$ cat src/rtl/tick_monitor.sv
// Tick spacing monitor: checks each upstream tick against a [MIN_GAP, MAX_GAP] window.
// Build option: define TICK_MON_STICKY_EN to hold early_err/late_err until clr or rst.
module tick_monitor #(
  parameter int MIN_GAP = 400000,
  parameter int MAX_GAP = 400002,
  parameter int GBITS   = 20,
  parameter int TBITS   = 16
) (
  input  logic             clk,
  input  logic             rst,
  input  logic             sig,
  input  logic             clr,
  output logic             alive,
  output logic             early_err,
  output logic             late_err,
  output logic [GBITS-1:0] last_gap,
  output logic [TBITS-1:0] tick_cnt
);

  typedef enum logic [1:0] {
    SYNC  = 2'd0,
    RUN   = 2'd1,
    FAULT = 2'd2
  } state_t;

  localparam logic [GBITS-1:0] MIN_G   = GBITS'(MIN_GAP);
  localparam logic [GBITS-1:0] MAX_G   = GBITS'(MAX_GAP);
  localparam logic [GBITS-1:0] GAP_SAT = '1;

  state_t           state_reg, state_next;
  logic [GBITS-1:0] gap_cnt_reg, gap_cnt_next;
  logic [GBITS-1:0] last_gap_reg, last_gap_next;
  logic [TBITS-1:0] tick_cnt_reg, tick_cnt_next;
  logic             alive_reg, alive_next;
  logic             early_err_reg, early_err_next;
  logic             late_err_reg, late_err_next;
  logic             accept, early_ev, late_ev;

  always_comb begin
    state_next = state_reg;
    accept     = 1'b0;
    early_ev   = 1'b0;
    late_ev    = 1'b0;

    // gap_cnt restarts on every tick and every resync, otherwise saturates upward
    if (sig || clr) begin
      gap_cnt_next = GBITS'(1);
    end else if (gap_cnt_reg != GAP_SAT) begin
      gap_cnt_next = gap_cnt_reg + GBITS'(1);
    end else begin
      gap_cnt_next = gap_cnt_reg;
    end

    if (clr) begin
      state_next = SYNC;
    end else begin
      case (state_reg)
        SYNC: begin
          if (sig) begin
            accept     = 1'b1;
            state_next = RUN;
          end else if (gap_cnt_reg == MAX_G) begin
            late_ev    = 1'b1;
            state_next = FAULT;
          end
        end
        RUN: begin
          if (sig) begin
            if (gap_cnt_reg < MIN_G) begin
              early_ev   = 1'b1;
              state_next = FAULT;
            end else if (gap_cnt_reg <= MAX_G) begin
              accept = 1'b1;
            end else begin
              late_ev    = 1'b1;
              state_next = FAULT;
            end
          end else if (gap_cnt_reg >= MAX_G) begin
            late_ev    = 1'b1;
            state_next = FAULT;
          end
        end
        default: begin
          state_next = FAULT;
        end
      endcase
    end

    last_gap_next = accept ? gap_cnt_reg : last_gap_reg;
    tick_cnt_next = accept ? tick_cnt_reg + TBITS'(1) : tick_cnt_reg;
    alive_next    = (state_next == RUN);

`ifdef TICK_MON_STICKY_EN
    // flags latch until a resync; FAULT cannot raise a second one
    early_err_next = early_ev | (early_err_reg & ~clr);
    late_err_next  = late_ev  | (late_err_reg  & ~clr);
`else
    early_err_next = early_ev;
    late_err_next  = late_ev;
`endif
  end

  always_ff @(posedge clk) begin
    if (rst) begin
      state_reg     <= SYNC;
      gap_cnt_reg   <= GBITS'(1);
      last_gap_reg  <= '0;
      tick_cnt_reg  <= '0;
      alive_reg     <= 1'b0;
      early_err_reg <= 1'b0;
      late_err_reg  <= 1'b0;
    end else begin
      state_reg     <= state_next;
      gap_cnt_reg   <= gap_cnt_next;
      last_gap_reg  <= last_gap_next;
      tick_cnt_reg  <= tick_cnt_next;
      alive_reg     <= alive_next;
      early_err_reg <= early_err_next;
      late_err_reg  <= late_err_next;
    end
  end

  assign alive     = alive_reg;
  assign early_err = early_err_reg;
  assign late_err  = late_err_reg;
  assign last_gap  = last_gap_reg;
  assign tick_cnt  = tick_cnt_reg;

endmodule

$ cat config.mk
export PLATFORM = sky130hd
export DESIGN_NAME = tick_monitor
export DESIGN_NICKNAME = d
export VERILOG_FILES = /design/src/rtl/tick_monitor.sv
export SDC_FILE = /design/constraint.sdc
export NUM_CORES = 1
export LEC_CHECK = 0
export BUFFER_PORTS_ARGS = -buffer_cell sky130_fd_sc_hd__buf_2
export CAP_MARGIN = 25
export CELL_PAD_IN_SITES_DETAIL_PLACEMENT = 0
export CELL_PAD_IN_SITES_GLOBAL_PLACEMENT = 2
export CORE_MARGIN = 2
export CORE_UTILIZATION = 37
export DETAILED_ROUTE_END_ITERATION = 8
export PLACE_DENSITY_LB_ADDON = 0.05
export SYNTH_ARGS = -nofsm -noshare
export SYNTH_HDL_FRONTEND = slang
export SYNTH_SLANG_ARGS = --single-unit
$ cat constraint.sdc
create_clock -name clk -period 4.1 [get_ports clk]
set_clock_uncertainty 0.05 [all_clocks]
set_input_delay 0.82 -clock clk [delete_from_list [all_inputs] [get_ports clk]]
set_output_delay 0.82 -clock clk [all_outputs]
set_load 0.01 [all_outputs]
# [After elaboration in Yosys (flattened, before gate mapping)]
# Cells that the tools add are included.
# W data, S select, Z words.
[word_totals] ff_bits=61 inputBits=4 out_inout_bits=39 elab_cells=45
[classes] n_addsub=2 magnitude_cmp=3 n_eq_ne=4 muxes=22 bitwise=2 n_reduce_logical=5
[op_table] op="$add A20 B1 Y20 const B" n=1
[op_table] op="$eq A20 B19 Y1 const B" n=1
[op_table] op="$ge A20 B19 Y1 const B" n=1
[op_table] op="$le A20 B19 Y1 const B" n=1
[op_table] op="$lt A20 B19 Y1 const B" n=1
[op_table] op="$ne A20 B20 Y1 const B" n=1
[op_table] op="$add A16 B1 Y16 const B" n=1
[op_table] op="$mux W2" n=7
[op_table] op="$mux W1" n=12
[op_table] op="$eq A2 B1 Y1 const B" n=2
[op_table] op="$pmux W1 S2" n=2
[op_table] op="$pmux W2 S2" n=1
[op_table] op="$reduce_or A2 Y1" n=2
[op_table] op="$reduce_or A4 Y1" n=1
[op_table] op="$logic_not A2 Y1" n=1
[op_table] op="$not A1 Y1" n=2
[op_table] op="$logic_or A1 B1 Y1" n=1

# [Depth between registers and ports, before layout]
# Gate-level depths: netlist of the first run.
[depth] word_depth=7 depth_mapped=8 depth_no_buf=7

# [Worst setup path before layout of the first run]
# OpenSTA, ideal clock, no wires.
[synth_path] path_kind="register to register" from="register gap_cnt_reg[10]" to="register tick_cnt_reg[10], in the netlist tick_cnt[10]" arrival_ns=2.644 path_slack_ns=1.336 path_stages_with_launch=8 path_buffers=1 synth_period_minus_slack_ns=2.764 cell_sequence="dfxtp_1 -> or4_1 -> or3_1 -> or4_4 -> o211a_1 -> buf_6 -> or4_1 -> a21oi_1"
[synth_between] elab_chain_len=6
[synth_lines] item="start, declared" line="31" text="logic [GBITS-1:0] gap_cnt_reg, gap_cnt_next;"
[synth_lines] item="start signal, assigned" line="114" text="gap_cnt_reg <= gap_cnt_next;"
[synth_lines] item="$le A20 B19 Y1" line="72" text="end else if (gap_cnt_reg <= MAX_G) begin"
[synth_lines] item="$mux W1" line="72"
[synth_lines] item="$mux W1 (*)" line="69" text="if (gap_cnt_reg < MIN_G) begin"
[synth_lines] item="$mux W1 (*)" line="68" text="if (sig) begin"
[synth_lines] item="$pmux W1 S2 (*)" line="57" text="case (state_reg)"
[synth_lines] item="$mux W1 (*)" line="54" text="if (clr) begin"
[synth_lines] item="end signal, assigned" line="116" text="tick_cnt_reg <= tick_cnt_next;"
[synth_lines] item="end, declared" line="33" text="logic [TBITS-1:0] tick_cnt_reg, tick_cnt_next;"
# Every way passes the cells marked *; elsewhere a longest branch is shown, timed or not.
# A chain may end at the register's enable or synchronous reset.

# [Worst setup path after layout of the first run]
[layout_path] from="register gap_cnt_reg[10]" to="register last_gap_reg[11], in the netlist last_gap[11]"
[layout_between] elab_chain_len=6
[layout_lines] item="$le A20 B19 Y1" line="72"
[layout_lines] item="$mux W1" line="72"
[layout_lines] item="$mux W1 (*)" line="69"
[layout_lines] item="$mux W1 (*)" line="68"
[layout_lines] item="$pmux W1 S2 (*)" line="57"
[layout_lines] item="$mux W1 (*)" line="54"
[layout_lines] item="end signal, assigned" line="115" text="last_gap_reg <= last_gap_next;"
[layout_lines] item="end, declared" line="32" text="logic [GBITS-1:0] last_gap_reg, last_gap_next;"
# Marked as above.

==> results by group, run 1 <==
Placed design
  • Placed cells: 474
  • Port Buffer Count: 42
  • DP Wirelength: 5137 um
  • Final RePlAce weighted congestion: 0.7561

Power and ir drop
  • Leak Pwr: 1.259 nW
  • Pwr per Cell Area: 324.5 mW/mm2
  • Comb pwr share: between 4 and 5%
  • Clock share of power: roughly two fifths
  • NetSw: ~280 uW
  • Internal power contribution: 833.8 uW
  • VDD IR max: 125.5 uV
  • Switching share of power: 24.99%
  • Sequential power share: 54.2%

Routing
  • First DRT Iteration DRCs: 94
  • Detail Route Antenna Nets: 0
  • Routed WL per cell: around 15 um
  • Vias per inst: 5.180
  • Total Routed Length: 7473 um
  • Drt pass-1 iters: 4
  • Vias: 2538
  • Post-route DRC: 0

Clock tree
  • Worst skew pair latency: 340 ps
  • H-tree levels: 3
  • CTS Buffer Depth: 2
  • CTS Sinks: 61
  • Reg clk slew, reported paths: 70 ps
  • Post-CTS resize count: 0
  • Setup bufs post-CTS: 0
  • Clock Root Buffer: clkbuf_8
  • CTS buffer count: 9
  • Hold buffers post-CTS: 0
  • TritonCTS clock tree: done

Setup path
  • Crit. path cell count: 7
  • Critical R2R Launch: gap_cnt_reg[10]
  • Crit-path slowest cell: or4_1
  • Kind of end point of the critical path: flop
  • Reg-to-reg endpoint: last_gap[11]
  • Buf/Inv on CP: 1
  • Critical path required time: 4310 ps
  • Critical path fanouts, max: 18
  • Critical path endpoint: last_gap[11]
  • CP Launch Type: flop
  • Setup slack, reg-to-reg: 890 ps
  • Crit path from: gap_cnt_reg[10]
  • WP data arrival: ~3400 ps
  • Critical Path, Cell by Cell: or4_1 > or3_1 > or4_4 > o211a_1 > nor2_2 > buf_4 > mux2i_1
  • Crit Path Category: reg -> reg
  • Slowest stage delay, CP: about 540 ps
  • Top delay family on crit path: simple AND/OR/NAND/NOR gates
  • Reg2reg path depth: 7

Floorplan
  • Die width: between 90 and 100 um
  • FP Rows: 32
  • Initial core utilization: between 30 and 40%
  • Die height: 93.83 um
  • Core area: 0.007767 mm2
  • Io pins: 43
  • Full die area: 0.008803 mm2

Layout
  • Finished Core Util: approximately 44%
  • Final cell count without fillers: between 400 and 500
  • # diodes: 0
  • Synth-to-Final Area Change: 14.75%
  • Final #Nets: 389
  • Layout cell share with drive strength beyond 1: 16.49%

Status
  • Status: finished, final reports clean

STA
  • Slew @ Worst Pin: around 660 ps
  • Minimum clock period: 3210 ps
  • Total negative slack: 0 ps
  • Final period util: 78.28%
  • Setup violators final: 0
  • Final hold violation count: 0
  • Pins over their slew limit: 0
  • Worst hold slack: 421.7 ps
  • RSZ-0062 raised after global routing: no
  • Rel. slew slack: 54.92%
  • Peak Freq: around 0.31 GHz

Synthesis
  • Synth warnings: 0
  • Sequential share of the synthesized area: 40.91%
  • Netlist cell types: 41
  • Mapped Nets: approximately 350
  • Synthesized area: roughly 0.0030 mm2
  • Cell count after synthesis: 342
  • Post-synthesis register bit count: 61
  • Syn avg cell area: just under 9 um2

Global route
  • First-pass GRT wire length: 12030 um
  • Largest net degree at the start of global routing: around 60
  • Gr usage total: between 10% and 20%
  • Grt ovf: 0
  • Initial antenna violation count: 0
  • Vias in the first global route: 2319

Run
  • Maxcap violations: 0

Hold path
  • Hold crit path type: reg -> reg
worst min-delay path, cell delays in order (launching register included):
cell and delay (ps):
dfxtp_1 310, nand2b_1 60, mux2i_1 60
synth_stat cells:
master	instances	area [um2]
dfxtp_1	61	1221
nand2b_1	43	269.0
nor2_1	25	93.84
a21oi_1	22	110.1
mux2i_1	22	220.2
nand2_1	21	78.83
nand3_1	15	75.07
o31ai_1	15	112.6
or4_1	15	112.6
clkbuf_1	11	41.29
xnor2_1	10	87.58
o21ai_0	9	45.04
nor3_1	8	40.04
and2_1	7	43.79
and3_1	7	43.79
nand4_1	6	37.54
inv_1	4	15.01
or3_1	4	25.02
nor3b_1	3	22.52
xor2_1	3	26.28
a211oi_1	2	15.01
a31oi_1	2	12.51
a32o_1	2	20.02
buf_4	2	15.01
buf_6	2	22.52
ha_1	2	25.02
nor2b_1	2	12.51
nor4_1	2	12.51
o211a_1	2	20.02
or2_2	2	12.51
a2111oi_0	1	8.760
a21o_1	1	7.510
and4_1	1	8.760
mux2_1	1	11.26
nand4b_1	1	8.760
nor2_2	1	6.260
nor4b_1	1	8.760
o21a_1	1	7.510
or2b_1	1	7.510
or4_4	1	11.26
or4b_2	1	10.01
per-stage QoR:
stage	setup slack (ps)	instance area [um2]	total power, mW
3_3_place_gp	817.4	3267	0.6691
2_1_floorplan	1336	2985	0.6537
4_1_cts	872.6	3426	1.125
3_5_place_dp	827.3	3267	0.6688
6_report	890.4	3426	1.112
5_1_grt	682.0	3426	1.158
worst min-delay path by stage:
stage | from | endpoint | slack, ps | cells past startpoint
after floorplan | gap_cnt_reg[1] | gap_cnt_reg[1] | 430 | 2
after global placement | last_gap[8] | last_gap[8] | 410 | 2
after detailed placement | last_gap[12] | last_gap[12] | 410 | 2
after CTS | last_gap[12] | last_gap[12] | 420 | 2
after global routing | last_gap[1] | last_gap[1] | 430 | 2
final | last_gap[12] | last_gap[12] | 420 | 2
logic make-up (layout without fill, tap and decap cells):
logic type / count (synthesis) / in the layout / synth area share [%]
AOI/OAI and AO/OA: 57 / 57 / 12.03
xor gates and xnor gates: 13 / 13 / 3.814
adders and majority gates: 2 / 2 / 0.8381
buffers and inverters: 19 / 65 / 3.143
DFF: 61 / 61 / 40.91
muxes: 23 / 23 / 7.753
and+or+nand+nor: 167 / 167 / 31.52
layout make-up:
cell class                 count  area [um2]
fill                         817        4342
multi-input combinational    262        1670
sequential                    61        1221
timing repair buffer          45       232.7
clock buffer                  11       131.4
tap                          102       127.6
clock inverter                 5       27.53
inverter                       4       15.01
per-layer routing:
metal  GRT usage [%]  wire length (um)  vias up
li1                -                 -     1312
met1           26.64              4065     1165
met2           24.40              2979       54
met3           3.852               344        7
met4           6.884                85        0
met5               0                 0        -
power by group through the flow:
| stage | Combinational, mW | Clock [mW] | Sequential (mW) |
|---|---|---|---|
| 6_report | 0.0523 | 0.457 | 0.602 |
| 5_1_grt | 0.0584 | 0.497 | 0.603 |
| 4_1_cts | 0.0532 | 0.469 | 0.602 |
| 3_5_place_dp | 0.0531 | 0 | 0.616 |
| 3_3_place_gp | 0.0531 | 0 | 0.616 |
| 2_1_floorplan | 0.0384 | 0 | 0.615 |
cell usage in the layout, fill, tap and decap left out, types with 3 or more instances in the layout:
cell type / synthesis / routed
dfxtp_1: 61 / 61
nand2b_1: 43 / 43
buf_2: 0 / 42
nor2_1: 25 / 25
a21oi_1: 22 / 22
mux2i_1: 22 / 22
nand2_1: 21 / 21
or4_1: 15 / 15
o31ai_1: 15 / 15
nand3_1: 15 / 15
xnor2_1: 10 / 10
o21ai_0: 9 / 9
clkbuf_8: 0 / 9
nor3_1: 8 / 8
and2_1: 7 / 7
and3_1: 7 / 7
nand4_1: 6 / 6
inv_1: 4 / 4
or3_1: 4 / 4
clkinv_2: 0 / 4
nor3b_1: 3 / 3
xor2_1: 3 / 3
buf_4: 2 / 3
Note: power is estimated with default switching activity, not from simulation.
==> run 2, diff against run 1 <==
CORE_UTILIZATION = 34   (was 37)
clock period = 3 ns   (was 4.1 ns; I/O delays follow)
==> results by group, run 2 (synthesis gave the netlist of run 1 again) <==
Layout
  • Final #Nets: ~400
  • Synth-to-Final Area Change: 20.49%
  • Layout cell share with drive strength beyond 1: 19.70%
  • Most frequent cells in the layout: dfxtp_1, nand2b_1, buf_2, nor2_1
  • Commonest non-fill, non-tap cell in the layout: dfxtp_1
  • # diodes: 0

Setup path
  • Buf/Inv on CP: 1
  • Reg2reg path depth: 7
  • Crit Path Category: reg -> reg
  • CP Launch Type: flop
  • Slowest stage delay, CP: 530 ps
  • Crit-path most repeated cell: or4_1
  • Crit. path cell count: 7
  • Critical path required time: 3220 ps
  • WP data arrival: 3100 ps
  • Critical path fanouts, max: 29
  • Critical Path, Cell by Cell: or4_1 > or3_1 > or4_4 > o211a_1 > buf_12 > or4_1 > a21oi_1
  • Top delay family on crit path: simple AND/OR/NAND/NOR gates
  • Crit-path slowest cell: or4_1
  • Kind of end point of the critical path: flop

Floorplan
  • Die height: 97.71 um
  • Core area: 0.008636 mm2
  • Full die area: between 0.009 and 0.01 mm2
  • Die width: slightly below 100 um
  • Io pins: 43
  • Initial core utilization: 34.57%
  • FP Rows: 34

STA
  • Minimum clock period: 2883 ps
  • Worst hold slack: 419.7 ps
  • Peak Freq: 0.3469 GHz
  • Slew @ Worst Pin: 723.2 ps
  • Final hold violation count: 0
  • RSZ-0062 raised after global routing: no
  • Total negative slack: 0 ps
  • Pins over their slew limit: 0
  • Final period util: 96.09%
  • Rel. slew slack: between 50% and 60%
  • Setup violators final: 0

Run
  • Maxcap violations: 0

Clock tree
  • TritonCTS clock tree: done
  • Clock Root Buffer: clkbuf_8
  • CTS Buffer Depth: 2
  • Post-CTS resize count: 0
  • CTS buffer count: 9
  • Hold buffers post-CTS: 0
  • CTS Sinks: 61
  • H-tree levels: 3
  • Reg clk slew, reported paths: 70 ps
  • Worst skew pair latency: 340 ps
  • Setup bufs post-CTS: 0

Global route
  • Initial antenna violation count: 0
  • Gr usage total: 17.06%
  • Grt ovf: 0
  • Vias in the first global route: about 2500
  • Largest net degree at the start of global routing: 61
  • First-pass GRT wire length: 13010 um

Routing
  • Drt pass-1 iters: 4
  • Routed WL per cell: 15.37 um
  • Vias per inst: 5.183
  • Post-route DRC: 0
  • Vias: 2638
  • First DRT Iteration DRCs: 122
  • Total Routed Length: just under 8000 um
  • Detail Route Antenna Nets: 0

Power and ir drop
  • Leak Pwr: 1.346 nW
  • Pwr per Cell Area: between 400 and 500 mW/mm2
  • VDD IR max: 223.3 uV

Placed design
  • DP Wirelength: 5516 um
  • Port Buffer Count: 42
  • Final RePlAce weighted congestion: 0.7840

Hold path
  • Hold crit path type: reg -> reg
  • Worst Hold Depth: 2

Status
  • Status: finished, final reports clean
-- run 2: changes by cell type in the layout (fill, tap and decap cells not counted) --
| cell | change |
|---|---|
| clkinv_2 | -2 |
| clkinvlp_4 | +2 |
| clkbuf_1 | -2 |
| bufinv_16 | +1 |
| buf_4 | +11 |
| clkbuf_8 | +1 |
| buf_12 | +2 |
-- run 2: path summary, 6_finish.rpt --
kind / slack [ps] / startpoint / end
max: 120 / gap_cnt_reg[10] / tick_cnt[8]
min: 420 / last_gap[12] / last_gap[12]
max reg2reg: 120 / gap_cnt_reg[10] / tick_cnt[8]
min reg2reg: 420 / last_gap[12] / last_gap[12]
-- run 2: through the flow --
stage | area, um2 | utilization, % | power [mW] | std cells | worst slack [ps]
global placement | 3397 | 39.34 | 0.9211 | 493 | 182.7
detailed placement | 3397 | 39.34 | 0.9218 | 493 | 126.9
finish | 3597 | 41.65 | 1.647 | 509 | 117.2
CTS | 3597 | 41.65 | 1.671 | 509 | 114.7
global route | 3597 | 41.65 | 1.713 | 509 | 3.700
floorplan | 2985 | - | 0.8934 | 342 | 235.8
-- run 2: where the power goes --
group	switching, mW	internal (mW)	total [mW]
sequential	0.00617	0.815	0.821
combinational	0.0457	0.0347	0.0804
clock	0.342	0.403	0.745
total	0.394	1.25	1.65
-- run 2: layout make-up --
type / count / area (um2)
inverter: 4 / 15.01
tap: 108 / 135.1
multi-input combinational: 262 / 1670
fill: 907 / 5039
timing repair buffer: 58 / 355.3
clock buffer: 10 / 137.6
sequential: 61 / 1221
clock inverter: 6 / 62.56
-- run 2: worst reg2reg max path, stage by stage, from the launching register on --
cell and delay, ps:
dfxtp_1 310, or4_1 530, or3_1 390, or4_4 530, o211a_1 180, buf_12 170, or4_1 510, a21oi_1 150
-- run 2: routing by layer --
| layer | GRT usage (%) | vias to the layer above | part of all wire (%) |
|---|---|---|---|
| met5 | 0 | - | 0 |
| met4 | 6.090 | 0 | 1.4 |
| met3 | 3.453 | 9 | 4.8 |
| met2 | 24.51 | 58 | 41 |
| met1 | 25.28 | 1235 | 53 |
| li1 | - | 1336 | - |
